File: src/rtl/vram_write_arbiter.sv
// Write-port arbiter for the 128x32 tile video RAM: two round-robin pixel
// requesters doing read-modify-write byte updates, plus a whole-frame fill engine.
module vram_write_arbiter #(
  parameter int COLS          = 20,
  parameter int ROWS          = 15,
  parameter int WORDS_PER_ROW = 5,
  parameter int ADDR_W        = 7
) (
  input  logic              clk,
  input  logic              reset,
  input  logic              req0_valid,
  input  logic [4:0]        req0_x,
  input  logic [3:0]        req0_y,
  input  logic [7:0]        req0_color,
  output logic              req0_ready,
  input  logic              req1_valid,
  input  logic [4:0]        req1_x,
  input  logic [3:0]        req1_y,
  input  logic [7:0]        req1_color,
  output logic              req1_ready,
  input  logic              fill_start,
  input  logic [7:0]        fill_color,
  output logic              busy,
  output logic              fill_done,
  output logic              drop,
  output logic [ADDR_W-1:0] mem_addr,
  output logic [31:0]       mem_wdata,
  input  logic [31:0]       mem_rdata,
  output logic              mem_we
);

  localparam int LAST_WORD = (COLS * ROWS / 4) - 1;

  typedef enum logic [1:0] {
    IDLE  = 2'd0,
    READ  = 2'd1,
    WRITE = 2'd2,
    FILL  = 2'd3
  } state_t;

  state_t              state_r;
  logic                pri1_r;
  logic                fill_pend_r;
  logic [7:0]          fill_color_r;
  logic [1:0]          lane_r;
  logic [7:0]          color_r;

  logic                v0_s;
  logic                v1_s;
  logic                gnt_any_s;
  logic                gnt1_s;
  logic [4:0]          sel_x_s;
  logic [3:0]          sel_y_s;
  logic [7:0]          sel_color_s;
  logic                in_range_s;
  logic [ADDR_W-1:0]   addr_s;
  logic                fill_latch_s;

  // Replace one byte lane of a RAM word; lane 0 is the leftmost pixel (MSB).
  function automatic logic [31:0] merge_lane(input logic [31:0] word,
                                             input logic [1:0]  lane,
                                             input logic [7:0]  color);
    logic [31:0] res;
    res = word;
    case (lane)
      2'd0:    res[31:24] = color;
      2'd1:    res[23:16] = color;
      2'd2:    res[15:8]  = color;
      2'd3:    res[7:0]   = color;
      default: res = word;
    endcase
    return res;
  endfunction

  assign busy = (state_r != IDLE) || fill_pend_r;

  // Round-robin grant and address decode for the requester that would win now.
  always_comb begin
    // A requester whose ready is showing is still dropping its old request.
    v0_s      = req0_valid && !req0_ready;
    v1_s      = req1_valid && !req1_ready;
    gnt_any_s = v0_s || v1_s;
    if (v0_s && v1_s) begin
      gnt1_s = pri1_r;
    end else if (v1_s) begin
      gnt1_s = 1'b1;
    end else begin
      gnt1_s = 1'b0;
    end
    if (gnt1_s) begin
      sel_x_s     = req1_x;
      sel_y_s     = req1_y;
      sel_color_s = req1_color;
    end else begin
      sel_x_s     = req0_x;
      sel_y_s     = req0_y;
      sel_color_s = req0_color;
    end
    in_range_s   = (sel_x_s < 5'(COLS)) && (sel_y_s < 4'(ROWS));
    addr_s       = ADDR_W'(sel_x_s >> 2) + ADDR_W'(sel_y_s) * ADDR_W'(WORDS_PER_ROW);
    fill_latch_s = fill_start && ((state_r == READ) || (state_r == WRITE) ||
                                  ((state_r == IDLE) && !fill_pend_r));
  end

  // Main FSM with registered RAM port and handshake pulses.
  always_ff @(posedge clk) begin
    if (reset) begin
      state_r      <= IDLE;
      pri1_r       <= 1'b0;
      fill_pend_r  <= 1'b0;
      fill_color_r <= 8'h00;
      lane_r       <= 2'd0;
      color_r      <= 8'h00;
      req0_ready   <= 1'b0;
      req1_ready   <= 1'b0;
      fill_done    <= 1'b0;
      drop         <= 1'b0;
      mem_addr     <= '0;
      mem_wdata    <= 32'h0000_0000;
      mem_we       <= 1'b0;
    end else begin
      req0_ready <= 1'b0;
      req1_ready <= 1'b0;
      fill_done  <= 1'b0;
      drop       <= 1'b0;
      if (fill_latch_s) begin
        fill_pend_r  <= 1'b1;
        fill_color_r <= fill_color;
      end
      case (state_r)
        IDLE: begin
          if (fill_pend_r) begin
            fill_pend_r <= 1'b0;
            state_r     <= FILL;
            mem_addr    <= '0;
            mem_wdata   <= {4{fill_color_r}};
            mem_we      <= 1'b1;
          end else if (gnt_any_s) begin
            if (gnt1_s) begin
              req1_ready <= 1'b1;
            end else begin
              req0_ready <= 1'b1;
            end
            pri1_r <= !gnt1_s;
            if (in_range_s) begin
              state_r  <= READ;
              mem_addr <= addr_s;
              lane_r   <= sel_x_s[1:0];
              color_r  <= sel_color_s;
            end else begin
              drop <= 1'b1;
            end
          end else begin
            mem_we <= 1'b0;
          end
        end
        READ: begin
          mem_wdata <= merge_lane(mem_rdata, lane_r, color_r);
          mem_we    <= 1'b1;
          state_r   <= WRITE;
        end
        WRITE: begin
          mem_we  <= 1'b0;
          state_r <= IDLE;
        end
        FILL: begin
          if (mem_addr == ADDR_W'(LAST_WORD)) begin
            mem_we    <= 1'b0;
            fill_done <= 1'b1;
            state_r   <= IDLE;
          end else begin
            mem_addr <= mem_addr + ADDR_W'(1);
          end
        end
        default: begin
          mem_we  <= 1'b0;
          state_r <= IDLE;
        end
      endcase
    end
  end

endmodule

File: config.mk
export PLATFORM = sky130hd
export DESIGN_NAME = vram_write_arbiter
export DESIGN_NICKNAME = d
export VERILOG_FILES = /design/src/rtl/vram_write_arbiter.sv
export SDC_FILE = /design/constraint.sdc
export NUM_CORES = 1
export LEC_CHECK = 0
export ABC_AREA = 1
export BUFFER_PORTS_ARGS = -buffer_cell sky130_fd_sc_hd__clkbuf_2
export CORE_ASPECT_RATIO = 0.5
export CORE_UTILIZATION = 25
export DETAILED_ROUTE_END_ITERATION = 10
export PLACE_DENSITY_LB_ADDON = 0.1
export SLEW_MARGIN = 20
export SYNTH_ARGS = -nofsm -noshare
export SYNTH_HDL_FRONTEND = slang
export SYNTH_SLANG_ARGS = --single-unit
File: constraint.sdc
create_clock -name clk -period 2.79 [get_ports clk]
set_clock_uncertainty 0.2 [all_clocks]
set_input_delay 0.558 -clock clk [delete_from_list [all_inputs] [get_ports clk]]
set_output_delay 0.558 -clock clk [all_outputs]
set_load 0.02 [all_outputs]
==> reports/qor.csv <==
metric,value,unit
crit end category,flop,
First DRT Iteration DRCs,192,
die span in x,173,um
WS Path Type,reg2reg,
FP Rows,30,
FF-to-FF Start,req0_ready,
fin cells,873,
sequential fraction of the synthesis area,0.360,
CP Max Fanout,7,
fin util,0.354,
dpl cell area,4560,um2
"most common cell after layout, fill and taps aside",nand2_1,
Syn Inst Count,551,
HPWL after DPL,9120,um
switching share of total power,0.480,
setup_tns,0,ns
MaxCap Viol Count,0,
CP required,2.82,ns
Slew HR,0.506,
number of global-route vias before repair,3733,
DRC,0,
FF-to-FF End,mem_addr[5],
critical path's top delay family,simple AND/OR/NAND/NOR gates,
RSZ-0062 raised after global routing,true,
Cell variety after synth,33,
DRT Pass-1 Iters,4,
H-tree Lvls,3,
root buf cell,clkbuf_16,
Routed Antenna Nets,0,
WP buf/inv,2,
combinational share of power,0.542,
Final setup violation count,0,
Worst Setup Start Kind,flop,
most frequent cells in the layout,"155 x nand2_1, 123 x clkbuf_2, 67 x o21ai_0",
Synth-to-Final Area Change,34.4,%
leakage power,2.50,nW
Syn Area/Cell,6.66,um2
antenna fix cells,0,
crit-path max cell delay,0.40,ns
Synth Cell Area,3670,um2
Via density,4.45,
initial antenna violation count,0,
Slew @ Worst Pin,0.741,ns
sw power,2.80,mW
slowest cell on the critical path,fa_2,
IO Port Bufs,123,
"Reg clk slew, reported paths",0.06,ns
crit path DAT,2.74,ns
post-route cell area,4930,um2
clock insertion delay at the later pin of the skew report,0.33,ns
IO Count,124,
Synth Net Count,647,
Int Pwr,3.04,mW
placed cells,853,
largest net degree at the start of global routing,35,
final net count,772,
Ys Warns,0,
vias after detailed routing,3886,
Max Buffers Root-to-Sink,2,
share of layout cells above drive strength 1,0.283,
core footprint,13900,um2
R2R depth,17,
Max Clock Freq,369,MHz
die footprint,15200,um2
Hold Path Depth,2,
PwrDens,1180,nW/um2
clock power share,0.185,
die height,87.7,um
CP Cell Sequence,"inv_2, nand3_4, nand2_4, nand2_1, nand2_2, inv_2, ha_4, ha_4, fa_2, nand2_2, nand2_2, a21oi_2, and2_1, o21ai_1, nand3b_1, nand2_1, nor2_1",
CTS tree,yes,
drt wl/cell,14.1,um
CTS Buf Count,9,
r2r setup slk,0.08,ns
min cycle time layout,2.71,ns
VDD IR max,0.401,mV
status,finished clean,
Flop pwr share,0.273,
post-synthesis register bit count,66,
first-pass GRT wire length,19600,um
Initial Util,0.264,
GPL Wtd Cong,0.770,
Hold Startpoint,reset,
Final Hold Vio Count,0,
GRT Util Overall,0.168,
hold path endpoint,mem_we,
min-delay worst type,in2reg,
Final period util,0.971,
most frequent cell on the critical path,nand2_2,
gr ovfl total,0,
max-slew violation count,0,
DRT Wirelength,12300,um
Clock Sinks,66,
per-layer routing:
metal  part of all wire  GRT usage  vias up
li1                   -          -     2030
met1               0.50      0.222     1751
met2               0.43      0.268       98
met3              0.067     0.0521        7
met4             0.0064     0.0442        0
met5                  0          0        -
registers in the layout (all words and copies together) (netlist names), 2 cells and up:
| register | cells |
|---|---|
| mem_wdata | 32 |
| color_r | 8 |
| fill_color_r | 8 |
| mem_addr | 7 |
| lane_r | 2 |
| state_r | 2 |
power groups by stage:
stage / logic, mW / registers [mW] / clock network, mW
floorplan: 1.82 / 1.90 / 0
global placement: 3.10 / 1.61 / 0
detailed placement: 3.11 / 1.61 / 0
CTS: 3.14 / 1.60 / 1.11
global route: 3.59 / 1.65 / 1.16
finish: 3.16 / 1.59 / 1.08
metrics by stage:
stage	total power [mW]	setup WS [ns]	hold slack [ns]
after floorplan	3.72	0.00195	0.255
after global routing	6.39	-0.0922	0.248
after global placement	4.71	-0.273	0.271
after CTS	5.85	0.0231	0.245
after detailed placement	4.71	-0.315	0.280
final	5.83	0.0819	0.257
cell families (layout without fill, tap and decap cells):
family,after synthesis,count (layout),share of synthesized area
AND/OR/NAND/NOR,254,254,0.294
AO/OA/AOI/OAI,136,136,0.196
buffers and inverters,75,205,0.0828
flip-flops,66,66,0.360
adder cells (fa/ha/maj),17,17,0.0600
XOR/XNOR,3,3,0.00716
worst reg2reg max path, cell delays in order (launching register included):
cell      delay (ns)
dfxtp_2         0.32
inv_2           0.07
nand3_4         0.12
nand2_4         0.14
nand2_1         0.08
nand2_2         0.07
inv_2           0.05
ha_4            0.23
ha_4            0.22
fa_2            0.40
nand2_2         0.08
nand2_2         0.05
a21oi_2         0.12
and2_1          0.13
o21ai_1         0.05
nand3b_1        0.15
nand2_1         0.08
nor2_1          0.05
cell type report:
type	count	area (um2)
Fill cell	1567	8990
Tap cell	192	240
Inverter	50	190
Sequential cell	66	1320
Clock buffer	9	225
Timing Repair Buffer	139	763
Multi-Input combinational cell	410	2140
Clock inverter	7	52.6
cells in the mapped netlist:
master | count | area [um2]
o21ai_0 | 68 | 340
o21ai_2 | 1 | 8.76
o2bb2ai_1 | 1 | 8.76
nand3_4 | 1 | 17.5
nand2_2 | 2 | 12.5
and2_1 | 1 | 6.26
nor3_1 | 4 | 20.0
nand3_1 | 7 | 35.0
buf_1 | 1 | 3.75
ha_1 | 16 | 200
inv_2 | 3 | 11.3
dfxtp_1 | 66 | 1320
nand3b_1 | 9 | 67.6
nor2_8 | 1 | 20.0
fa_1 | 1 | 20.0
a21oi_1 | 53 | 265
clkinv_1 | 1 | 3.75
a22oi_1 | 1 | 7.51
xor2_1 | 3 | 26.3
o21ai_1 | 1 | 5.00
inv_1 | 46 | 173
buf_2 | 3 | 15.0
o211ai_1 | 8 | 60.1
clkbuf_1 | 18 | 67.6
nand2_4 | 2 | 22.5
o22ai_1 | 1 | 6.26
a31o_2 | 1 | 8.76
nand3_2 | 4 | 40.0
a311oi_1 | 1 | 8.76
nor2_1 | 62 | 233
buf_6 | 2 | 22.5
nand2_1 | 161 | 604
buf_4 | 1 | 7.51
worst max path at each step:
| stage | startpoint | endpoint | slack, ns | cells past startpoint |
|---|---|---|---|---|
| after global placement | req1_valid | mem_addr[5] | -0.27 | 18 |
| after detailed placement | req0_valid | mem_addr[5] | -0.31 | 17 |
| after CTS | pri1_r | mem_addr[5] | 0.02 | 17 |
| after floorplan | req0_valid | mem_addr[5] | 0.002 | 16 |
| final | req0_ready | mem_addr[5] | 0.08 | 17 |
| after global routing | req0_ready | mem_addr[5] | -0.09 | 17 |
repair_timing:
| item | in CTS | in global routing |
|---|---|---|
| buffers inserted | 2 | 2 |
| setup endpoints to repair | 2 | 3 |
| hold buffers | 0 | 0 |
| resized for setup | 3 | 18 |
| pin swaps | 2 | 14 |
No activity file was read; power rests on OpenSTA's default activity.
